==> config.mk <==
export PLATFORM = sky130hd
export DESIGN_NAME = traffic_display
export DESIGN_NICKNAME = d
export VERILOG_FILES = /design/src/rtl/traffic_display.sv
export SDC_FILE = /design/constraint.sdc
export NUM_CORES = 1
export LEC_CHECK = 0
export CAP_MARGIN = 20
export CELL_PAD_IN_SITES_DETAIL_PLACEMENT = 2
export CELL_PAD_IN_SITES_GLOBAL_PLACEMENT = 2
export CORE_MARGIN = 2
export CORE_UTILIZATION = 35
export CTS_CLUSTER_DIAMETER = 200
export DETAILED_ROUTE_END_ITERATION = 8
export GPL_ROUTABILITY_DRIVEN = 1
export PLACE_DENSITY = 0.81
export SLEW_MARGIN = 20
export SYNTH_ARGS = -nofsm -noshare
export SYNTH_HDL_FRONTEND = slang
export SYNTH_SLANG_ARGS = --single-unit
==> constraint.sdc <==
create_clock -name clk -period 4.9 [get_ports clk]
set_clock_uncertainty 0.15 [all_clocks]
set_input_delay 0.735 -clock clk [delete_from_list [all_inputs] [get_ports clk]]
set_output_delay 0.735 -clock clk [all_outputs]
set_load 0.05 [all_outputs]
==> src/rtl/traffic_display.sv <==
// Pedestrian countdown display: registered lamp copies plus a two-digit BCD countdown on a multiplexed 7-segment pair.
// Optional build macro TRAFFIC_DISP_LZB_EN blanks a leading-zero tens digit.
module traffic_display #(
    parameter int unsigned WALK_SEC    = 20,
    parameter int unsigned REFRESH_DIV = 50000
) (
    input  logic       clk,
    input  logic       reset_n,
    input  logic       i_tick,
    input  logic [3:0] i_car,
    input  logic [1:0] i_walker,
    output logic [3:0] o_led_car,
    output logic [1:0] o_led_walker,
    output logic [6:0] o_seg,
    output logic [1:0] o_dig
);

    typedef enum logic [1:0] {BLANK, COUNT, ZERO} state_t;

    localparam logic [3:0]  WALK_TENS = 4'(WALK_SEC / 10);
    localparam logic [3:0]  WALK_ONES = 4'(WALK_SEC % 10);
    localparam logic [15:0] REF_LAST  = 16'(REFRESH_DIV - 1);
    localparam logic [6:0]  SEG_OFF   = 7'b1111111;

    state_t      state_q, state_d;
    logic [3:0]  tens_q, tens_d;
    logic [3:0]  ones_q, ones_d;
    logic [3:0]  led_car_q, led_car_d;
    logic [1:0]  led_walker_q, led_walker_d;
    logic [15:0] ref_q, ref_d;
    logic        sel_q, sel_d;
    logic [6:0]  seg_q, seg_d;
    logic [1:0]  dig_q, dig_d;

    logic        exit_c;
    logic        entry_c;
    logic [3:0]  digit_c;

    function automatic logic [6:0] seg7(input logic [3:0] d);
        case (d)
            4'd0:    seg7 = 7'b1000000;
            4'd1:    seg7 = 7'b1111001;
            4'd2:    seg7 = 7'b0100100;
            4'd3:    seg7 = 7'b0110000;
            4'd4:    seg7 = 7'b0011001;
            4'd5:    seg7 = 7'b0010010;
            4'd6:    seg7 = 7'b0000010;
            4'd7:    seg7 = 7'b1111000;
            4'd8:    seg7 = 7'b0000000;
            4'd9:    seg7 = 7'b0010000;
            default: seg7 = SEG_OFF;
        endcase
    endfunction

    always_comb begin
        led_car_d    = i_car;
        led_walker_d = i_walker;
        state_d      = state_q;
        tens_d       = tens_q;
        ones_d       = ones_q;

        // Entry edge uses the registered lamp copies as the previous-cycle walker/car view
        exit_c  = (i_walker == 2'b10) || (i_walker == 2'b00 && i_car == 4'b0000);
        entry_c = (i_walker == 2'b01) &&
                  ((led_walker_q == 2'b10) || (led_walker_q == 2'b00 && led_car_q == 4'b0000));

        if (exit_c) begin
            state_d = BLANK;
        end else begin
            case (state_q)
                BLANK: begin
                    if (entry_c) begin
                        state_d = COUNT;
                        tens_d  = WALK_TENS;
                        ones_d  = WALK_ONES;
                    end
                end
                COUNT: begin
                    if (i_tick) begin
                        if (tens_q == 4'd0 && ones_q == 4'd0) begin
                            state_d = ZERO;
                        end else if (ones_q == 4'd0) begin
                            ones_d = 4'd9;
                            tens_d = tens_q - 4'd1;
                        end else begin
                            ones_d = ones_q - 4'd1;
                        end
                    end
                end
                ZERO:    state_d = ZERO;
                default: state_d = BLANK;
            endcase
        end
    end

    always_comb begin
        ref_d   = (ref_q == REF_LAST) ? '0 : ref_q + 16'd1;
        sel_d   = (ref_q == REF_LAST) ? ~sel_q : sel_q;
        digit_c = sel_q ? tens_q : ones_q;
        dig_d   = sel_q ? 2'b01 : 2'b10;
        seg_d   = SEG_OFF;
        if (state_q != BLANK) begin
            seg_d = seg7(digit_c);
`ifdef TRAFFIC_DISP_LZB_EN
            if (sel_q && tens_q == 4'd0) seg_d = SEG_OFF;
`endif
        end
    end

    always_ff @(posedge clk) begin
        if (!reset_n) begin
            state_q      <= BLANK;
            tens_q       <= '0;
            ones_q       <= '0;
            led_car_q    <= '0;
            led_walker_q <= '0;
            ref_q        <= '0;
            sel_q        <= 1'b0;
            seg_q        <= '1;
            dig_q        <= '1;
        end else begin
            state_q      <= state_d;
            tens_q       <= tens_d;
            ones_q       <= ones_d;
            led_car_q    <= led_car_d;
            led_walker_q <= led_walker_d;
            ref_q        <= ref_d;
            sel_q        <= sel_d;
            seg_q        <= seg_d;
            dig_q        <= dig_d;
        end
    end

    assign o_led_car    = led_car_q;
    assign o_led_walker = led_walker_q;
    assign o_seg        = seg_q;
    assign o_dig        = dig_q;

endmodule

==> results of run 1 <==
==> cell usage after synthesis, drive strengths merged, types with 2 or more instances <==
cell / n / area share (%)
a21oi: 8 / 1.9
and2: 5 / 1.5
and3: 5 / 1.5
buf: 2 / 0.48
clkbuf: 4 / 0.73
dfxtp: 42 / 41
ha: 12 / 7.3
inv: 12 / 2.2
mux2: 2 / 1.1
mux2i: 10 / 4.8
nand2: 14 / 2.5
nand2b: 2 / 0.61
nand3: 14 / 3.4
nand4: 6 / 1.8
nor2: 22 / 4.0
nor3: 7 / 1.7
nor3b: 3 / 1.1
nor4: 5 / 1.8
nor4b: 2 / 0.85
nor4bb: 2 / 0.97
o21ai: 8 / 1.9
o31ai: 3 / 1.1
or3: 3 / 0.91
or4: 2 / 0.73
xnor2: 7 / 3.0
xor2: 7 / 3.0
==> path summary, 6_finish.rpt <==
path / slack, ns / end
max: 2.10 / o_seg[0]
min: 0.33 / ref_q[0]
max reg2reg: 2.42 / ones_q[1]
min reg2reg: 0.33 / ref_q[0]
==> metrics by stage <==
| step | util, % | hold slack [ns] | area (um^2) | power (mW) | setup WS (ns) |
|---|---|---|---|---|---|
| 3_5_place_dp | 42.10 | 0.3090 | 2361 | 0.4575 | 1.760 |
| 5_1_grt | 44.00 | 0.3621 | 2467 | 0.7556 | 1.848 |
| 6_report | 44.00 | 0.3257 | 2467 | 0.7198 | 2.099 |
| 2_1_floorplan | - | 0.2762 | 2066 | 0.4253 | 2.849 |
| 3_3_place_gp | 42.10 | 0.2943 | 2361 | 0.4552 | 1.838 |
| 4_1_cts | 44.00 | 0.3265 | 2467 | 0.7279 | 2.080 |
==> worst max-delay path, delay by kind of cell <==
family	cells	cell delay, ns
buffers and inverters	2	1.39
AND/OR/NAND/NOR	1	0.51
AO/OA/AOI/OAI	1	0.16
==> state kept, by name, indices dropped and copies added (netlist names) <==
name / cells
o_dig: 2
o_led_car: 4
o_led_walker: 2
o_seg: 7
ones_q: 4
ref_q: 16
sel_q: 1
state_q: 2
tens_q: 4
==> power by group through the flow <==
stage / clock network [mW] / logic (mW) / registers [mW]
final: 0.271 / 0.0911 / 0.358
after global routing: 0.296 / 0.101 / 0.359
after CTS: 0.277 / 0.0927 / 0.358
after floorplan: 0 / 0.0428 / 0.382
after global placement: 0 / 0.0899 / 0.365
after detailed placement: 0 / 0.0916 / 0.366
==> metal layers <==
metal | share of wire (%) | track usage [%]
met2 | 49 | 30.99
met5 | 0 | 0
met3 | 2.8 | 4.111
met1 | 47 | 22.76
met4 | 1.5 | 5.254
==> area by class of cell <==
cell class	instances	area (um^2)	area share, %
clock inverters	1	30.03	1.217
clock buffers	7	76.32	3.093
inverters	13	48.80	1.978
multi-input cells	168	1151	46.65
flip-flops and latches	42	840.8	34.08
repair buffers	23	230.2	9.331
well taps	72	90.09	3.651
==> logic make-up (layout without fill, tap and decap cells) <==
kind of cell	Yosys count	after routing	synth area share [%]
and+or+nand+nor	98	98	25.86
DFF	42	42	40.70
AOI/OAI and AO/OA	32	32	10.72
buffers and inverters	19	44	3.573
xor gates and xnor gates	14	14	5.936
adders and majority gates	12	12	7.268
muxes	12	12	5.936
==> key figures, run 1 <==
Worst setup path
  • Critical Path Start: reset_n
  • Endpoint class of the critical path: flop
  • Setup CP Type: primary input to flop
  • Critical path startpoint category: primary input
  • Critical path data required time: 4.90 ns
  • Critical-path cell list: clkdlybuf4s50_1, clkinv_1, nor3_1, o21ai_0
  • FF-to-FF Start: state_q[1]
  • CP peak stage delay: 0.92 ns
  • Crit path DAT: roughly 2.8 ns
  • Cell depth of the worst flop-to-flop path: 6
  • Critical Path Slowest Stage Cell: clkdlybuf4s50_1
  • CP Max Fanout: 20

Layout
  • N_diodes: 0
  • Non-Filler Instances: 326
  • Share of layout cells above drive strength 1: 5.118%
  • Most common cell after layout, fill and taps aside: dfxtp_1
  • Filler cells: 631
  • Most frequent cells in the layout: 42 x dfxtp_1, 23 x clkdlybuf4s50_1, 22 x nor2_1
  • Area added between synthesis and finish: 19.44%
  • Final net count: 274

Floorplanning
  • Die Ht: 80.83 um
  • Initial Util: a little under two fifths
  • Total die area: 6533 um^2
  • Die width: around 80 um
  • Io pins: 24
  • Core area: 5608 um^2
  • FP Rows: 27

Clock tree
  • Post-CTS sizing: 0
  • Max clock buf depth: 2
  • Root buffer cell: clkbuf_8
  • Worst-path clk slew: around 0.080 ns
  • CTS Buf Count: 5
  • Post-CTS Hold Buffers: 0
  • Skew-Pair Late Insertion Delay: about 0.29 ns
  • H-Tree Depth: 2
  • Post-CTS Setup Inserts: 0
  • CTS sink count: 42
  • CTS tree: built

Timing
  • Final hold violations: 0
  • Total Neg Setup Slack: 0 ns
  • Period utilization: 57.17%
  • RSZ-0062 raised after global routing: no
  • # setup viols final: 0
  • Slew HR: 51.83%
  • Max Clk Rate: 357.0 MHz
  • Pins over their slew limit: 0
  • Worst-margin pin slew: 0.7150 ns
  • Tmin final: between 2 and 3 ns

Power and ir drop
  • Sw frac: 25.28%
  • P_int: approximately 0.54 mW
  • Pwr Density: 291.7 nW/um^2
  • Fraction of power consumed by sequential logic: approximately half
  • VDD IR max: 0.1075 mV
  • Net switching power: 0.1819 mW
  • Comb pwr share: 12.7%
  • Clock group share of total power: 37.6%
  • Static leakage: about 0.9 nW

Placement
  • Placed cells: 318
  • I/O Buffers: 23
  • Post-DP HPWL: 3913 um
  • Gpl congestion: 0.7492

Route
  • Drt total wl: 5255 um
  • DR iter-0 viols: 89
  • Vias/cell: 5.337
  • TritonRoute pass-1 iters: 4
  • Vias: 1,740
  • DR WL/cell: 16.12 um
  • Post-route ant nets: 0
  • DRC viols: 0

Global routing
  • Largest net degree at the start of global routing: 21
  • Aggregate global routing overflow: 0
  • GRT Total Usage: between 15 and 20%
  • Initial antenna violation count: 0
  • Vias in the first global route: 1,890
  • First-pass GRT wire length: 9183 um

Synth
  • Synth Register Bits: 42
  • Cells after synthesis: between 200 and 250
  • EDFF count, synth: 0
  • Synth Net Count: 250
  • FFs w/ async S/R, synth: 0%
  • Synthesis Warnings: 0
  • Yosys cell types: 47
  • Predominant post-synthesis flop cell: dfxtp_1
  • Register area share after synthesis: 40.70%
  • Mean post-synth cell area: 9.021 um^2
  • Synth Cell Area: 2066 um^2

Worst hold path
  • Hold path cells: 1
  • HP Start: ref_q[0]
  • Hold Crit Class: flop to flop

Flow run
  • Max Cap Viol: 0

Outcome
  • Outcome: finished clean
Power figures use the tool's default switching activity.
==> inputs of run 2 (changes only) <==
--- a/config.mk
+++ b/config.mk
@@ -9,11 +9,11 @@
 export CELL_PAD_IN_SITES_DETAIL_PLACEMENT = 2
 export CELL_PAD_IN_SITES_GLOBAL_PLACEMENT = 2
 export CORE_MARGIN = 2
-export CORE_UTILIZATION = 35
+export CORE_UTILIZATION = 31
 export CTS_CLUSTER_DIAMETER = 200
 export DETAILED_ROUTE_END_ITERATION = 8
 export GPL_ROUTABILITY_DRIVEN = 1
-export PLACE_DENSITY = 0.81
+export PLACE_DENSITY = 0.76
 export SLEW_MARGIN = 20
 export SYNTH_ARGS = -nofsm -noshare
 export SYNTH_HDL_FRONTEND = slang
==> constraint.sdc (replaced) <==
create_clock -name clk -period 2.3 [get_ports clk]
set_clock_uncertainty 0.15 [all_clocks]
set_input_delay 0.345 -clock clk [delete_from_list [all_inputs] [get_ports clk]]
set_output_delay 0.345 -clock clk [all_outputs]
set_load 0.05 [all_outputs]
==> key figures, run 2 (synthesis results as in run 1) <==
Outcome
  • Outcome: finished clean (unchanged)

Layout
  • Filler cells: 727 (was 631)
  • Share of layout cells above drive strength 1: 10.45% (was 5.118%)
  • Largest register FFs: 16 (unchanged)
  • Area added between synthesis and finish: 25.08% (was 19.44%)
  • Final net count: 288 (was 274)
  • Biggest register: ref_q (unchanged)
  • N_diodes: 0 (unchanged)
  • Most common cell after layout, fill and taps aside: dfxtp_1 (unchanged)
  • Most frequent cells in the layout: 42 x dfxtp_1, 23 x clkdlybuf4s50_1, 22 x nor2_1 (unchanged)
  • Non-Filler Instances: 345 (was 326)

Global routing
  • Aggregate global routing overflow: 0 (unchanged)
  • GRT Total Usage: 15.19% (was 18.12%)
  • Initial antenna violation count: 0 (unchanged)
  • Largest net degree at the start of global routing: 15 (was 21)
  • Vias in the first global route: 1,807 (was 1,890)
  • First-pass GRT wire length: 9011 um (was 9183 um)

Power and ir drop
  • Pwr Density: 601.0 nW/um^2 (was 291.7 nW/um^2)
  • VDD IR max: 0.2161 mV (was 0.1075 mV)
  • Static leakage: 0.9787 nW (was 0.9089 nW)
  • Total Power: 1.553 mW (was 0.7198 mW)

Flow run
  • Max Cap Viol: 0 (unchanged)

Floorplanning
  • Io pins: 24 (unchanged)
  • Core area: 6386 um^2 (was 5608 um^2)
  • Total die area: 7333 um^2 (was 6533 um^2)
  • Die Ht: 85.63 um (was 80.83 um)
  • Initial Util: 32.35% (was 36.84%)
  • Die width: 85.63 um (was 80.83 um)
  • FP Rows: 29 (was 27)

Timing
  • Pins over their slew limit: 0 (unchanged)
  • Worst-margin pin slew: 0.5384 ns (was 0.7150 ns)
  • Final setup margin: 0.2288 ns (was 2.099 ns)
  • # setup viols final: 0 (unchanged)
  • Final hold violations: 0 (unchanged)
  • Max Clk Rate: 482.8 MHz
  • RSZ-0062 raised after global routing: no (unchanged)
  • Tmin final: 2.071 ns
  • Period utilization: about 90%
  • Slew HR: 63.08% (was 51.83%)
  • Total Neg Setup Slack: 0 ns (unchanged)

Route
  • DRC viols: 0 (unchanged)
  • Post-route ant nets: 0 (unchanged)
  • Metal2 WL: 2410 um (was 2577 um)
  • Drt total wl: 5198 um (was 5255 um)
  • Vias/cell: 5.200 (was 5.337)
  • Met1 wire length: 2595 um (was 2449 um)
  • Vias: 1,794 (was 1,740)
  • Highest routed layer: met4 (unchanged)
  • DR WL met3: 132 um (was 149 um)
  • DR iter-0 viols: 33 (was 89)
  • TritonRoute pass-1 iters: 4 (unchanged)
  • DR WL/cell: 15.07 um (was 16.12 um)

Clock tree
  • Post-CTS sizing: 0 (unchanged)
  • Worst-path clk slew: 0.08 ns (about the same)
  • Skew-Pair Late Insertion Delay: 0.29 ns (about the same)
  • Post-CTS Setup Inserts: 0 (unchanged)
  • Post-CTS Hold Buffers: 0 (unchanged)
  • Root buffer cell: clkbuf_8 (unchanged)
  • CTS sink count: 42 (unchanged)
  • H-Tree Depth: 2 (unchanged)
  • Max clock buf depth: 2 (unchanged)
  • CTS Buf Count: 5 (unchanged)
  • CTS tree: built (unchanged)

Placement
  • I/O Buffers: 23 (unchanged)
  • Dpl ws: 0.01265 ns (was 1.760 ns)
  • Post-DP HPWL: 3968 um (was 3913 um)
  • Gpl congestion: 0.7603 (was 0.7492)
  • Placed cells: 337 (was 318)

Worst setup path
  • FF-to-FF End: ones_q[2] (was ones_q[1])
  • Critical path data required time: 2.38 ns (was 4.90 ns)
  • Cell depth of the worst flop-to-flop path: 7 (was 6)
  • Critical path startpoint category: flop (was primary input)
  • Endpoint class of the critical path: flop (unchanged)
  • FF-to-FF Start: state_q[1] (unchanged)
  • Crit path DAT: 2.15 ns (was 2.80 ns)
  • CP Max Fanout: 5 (was 20)
  • R2R setup slack: 0.23 ns (was 2.42 ns)
  • Setup CP Type: flop to flop (was primary input to flop)

Worst hold path
  • Hold EP: state_q[1] (was ref_q[0])
  • Hold Crit Class: flop to flop (unchanged)
  • HP Start: state_q[1] (was ref_q[0])
  • Hold path cells: 2 (was 1)
==> run 2: cell types whose count changed in the layout (fill, tap and decap cells not counted) <==
cell / previous run / this run
nor3b_1: 3 / 2
buf_4: 0 / 14
nor3b_2: 0 / 1
==> run 2: power breakdown <==
group / internal [mW] / switching [mW] / leakage, nW
Combinational: 0.0905 / 0.124 / 0.584
Clock: 0.325 / 0.252 / 0.0524
Sequential: 0.747 / 0.0152 / 0.342
Total: 1.16 / 0.390 / 0.979
==> run 2: per-stage QoR <==
step                      cell area [um^2]  hold WS (ns)  util [%]
after floorplan                       2066        0.2762         -
after detailed placement              2472        0.3124     38.71
after CTS                             2579        0.3315     40.38
final                                 2584        0.3271     40.46
after global routing                  2584        0.3709     40.46
after global placement                2472        0.2891     38.71
==> run 2: how the worst max path moves through the flow <==
stage                           start  depth (start not counted)  slack (ns)         to
after detailed placement  i_walker[0]                          5        0.01  tens_q[2]
after CTS                   tens_q[0]                          7        0.18  tens_q[0]
after global placement    i_walker[0]                          5        0.05  tens_q[2]
after floorplan            state_q[1]                          6        0.41  tens_q[2]
final                      state_q[1]                          7        0.23  ones_q[2]
after global routing       state_q[1]                          7        0.03  ones_q[2]
==> run 2: cell type report <==
type	count	area [um^2]	share of cell area, %
clock buffer	7	76.32	2.954
tap	77	96.34	3.729
multi-input combinational	168	1156	44.75
clock inverter	1	30.03	1.162
sequential	42	840.8	32.54
timing repair buffer	37	335.3	12.98
inverter	13	48.80	1.889
==> run 2: worst max-delay path, cell delays in order (launching register included) <==
cell,delay [ns]
dfxtp_1,0.33
inv_1,0.06
ha_1,0.22
nand2b_1,0.15
a221o_1,0.40
buf_4,0.18
nor4_1,0.36
o2bb2ai_1,0.16
==> run 2: layer usage <==
| layer | GRT usage [%] | vias to the layer above |
|---|---|---|
| met1 | 20.48 | 873 |
| met5 | 0 | - |
| met3 | 3.272 | 7 |
| li1 | - | 891 |
| met2 | 24.50 | 23 |
| met4 | 4.329 | 0 |
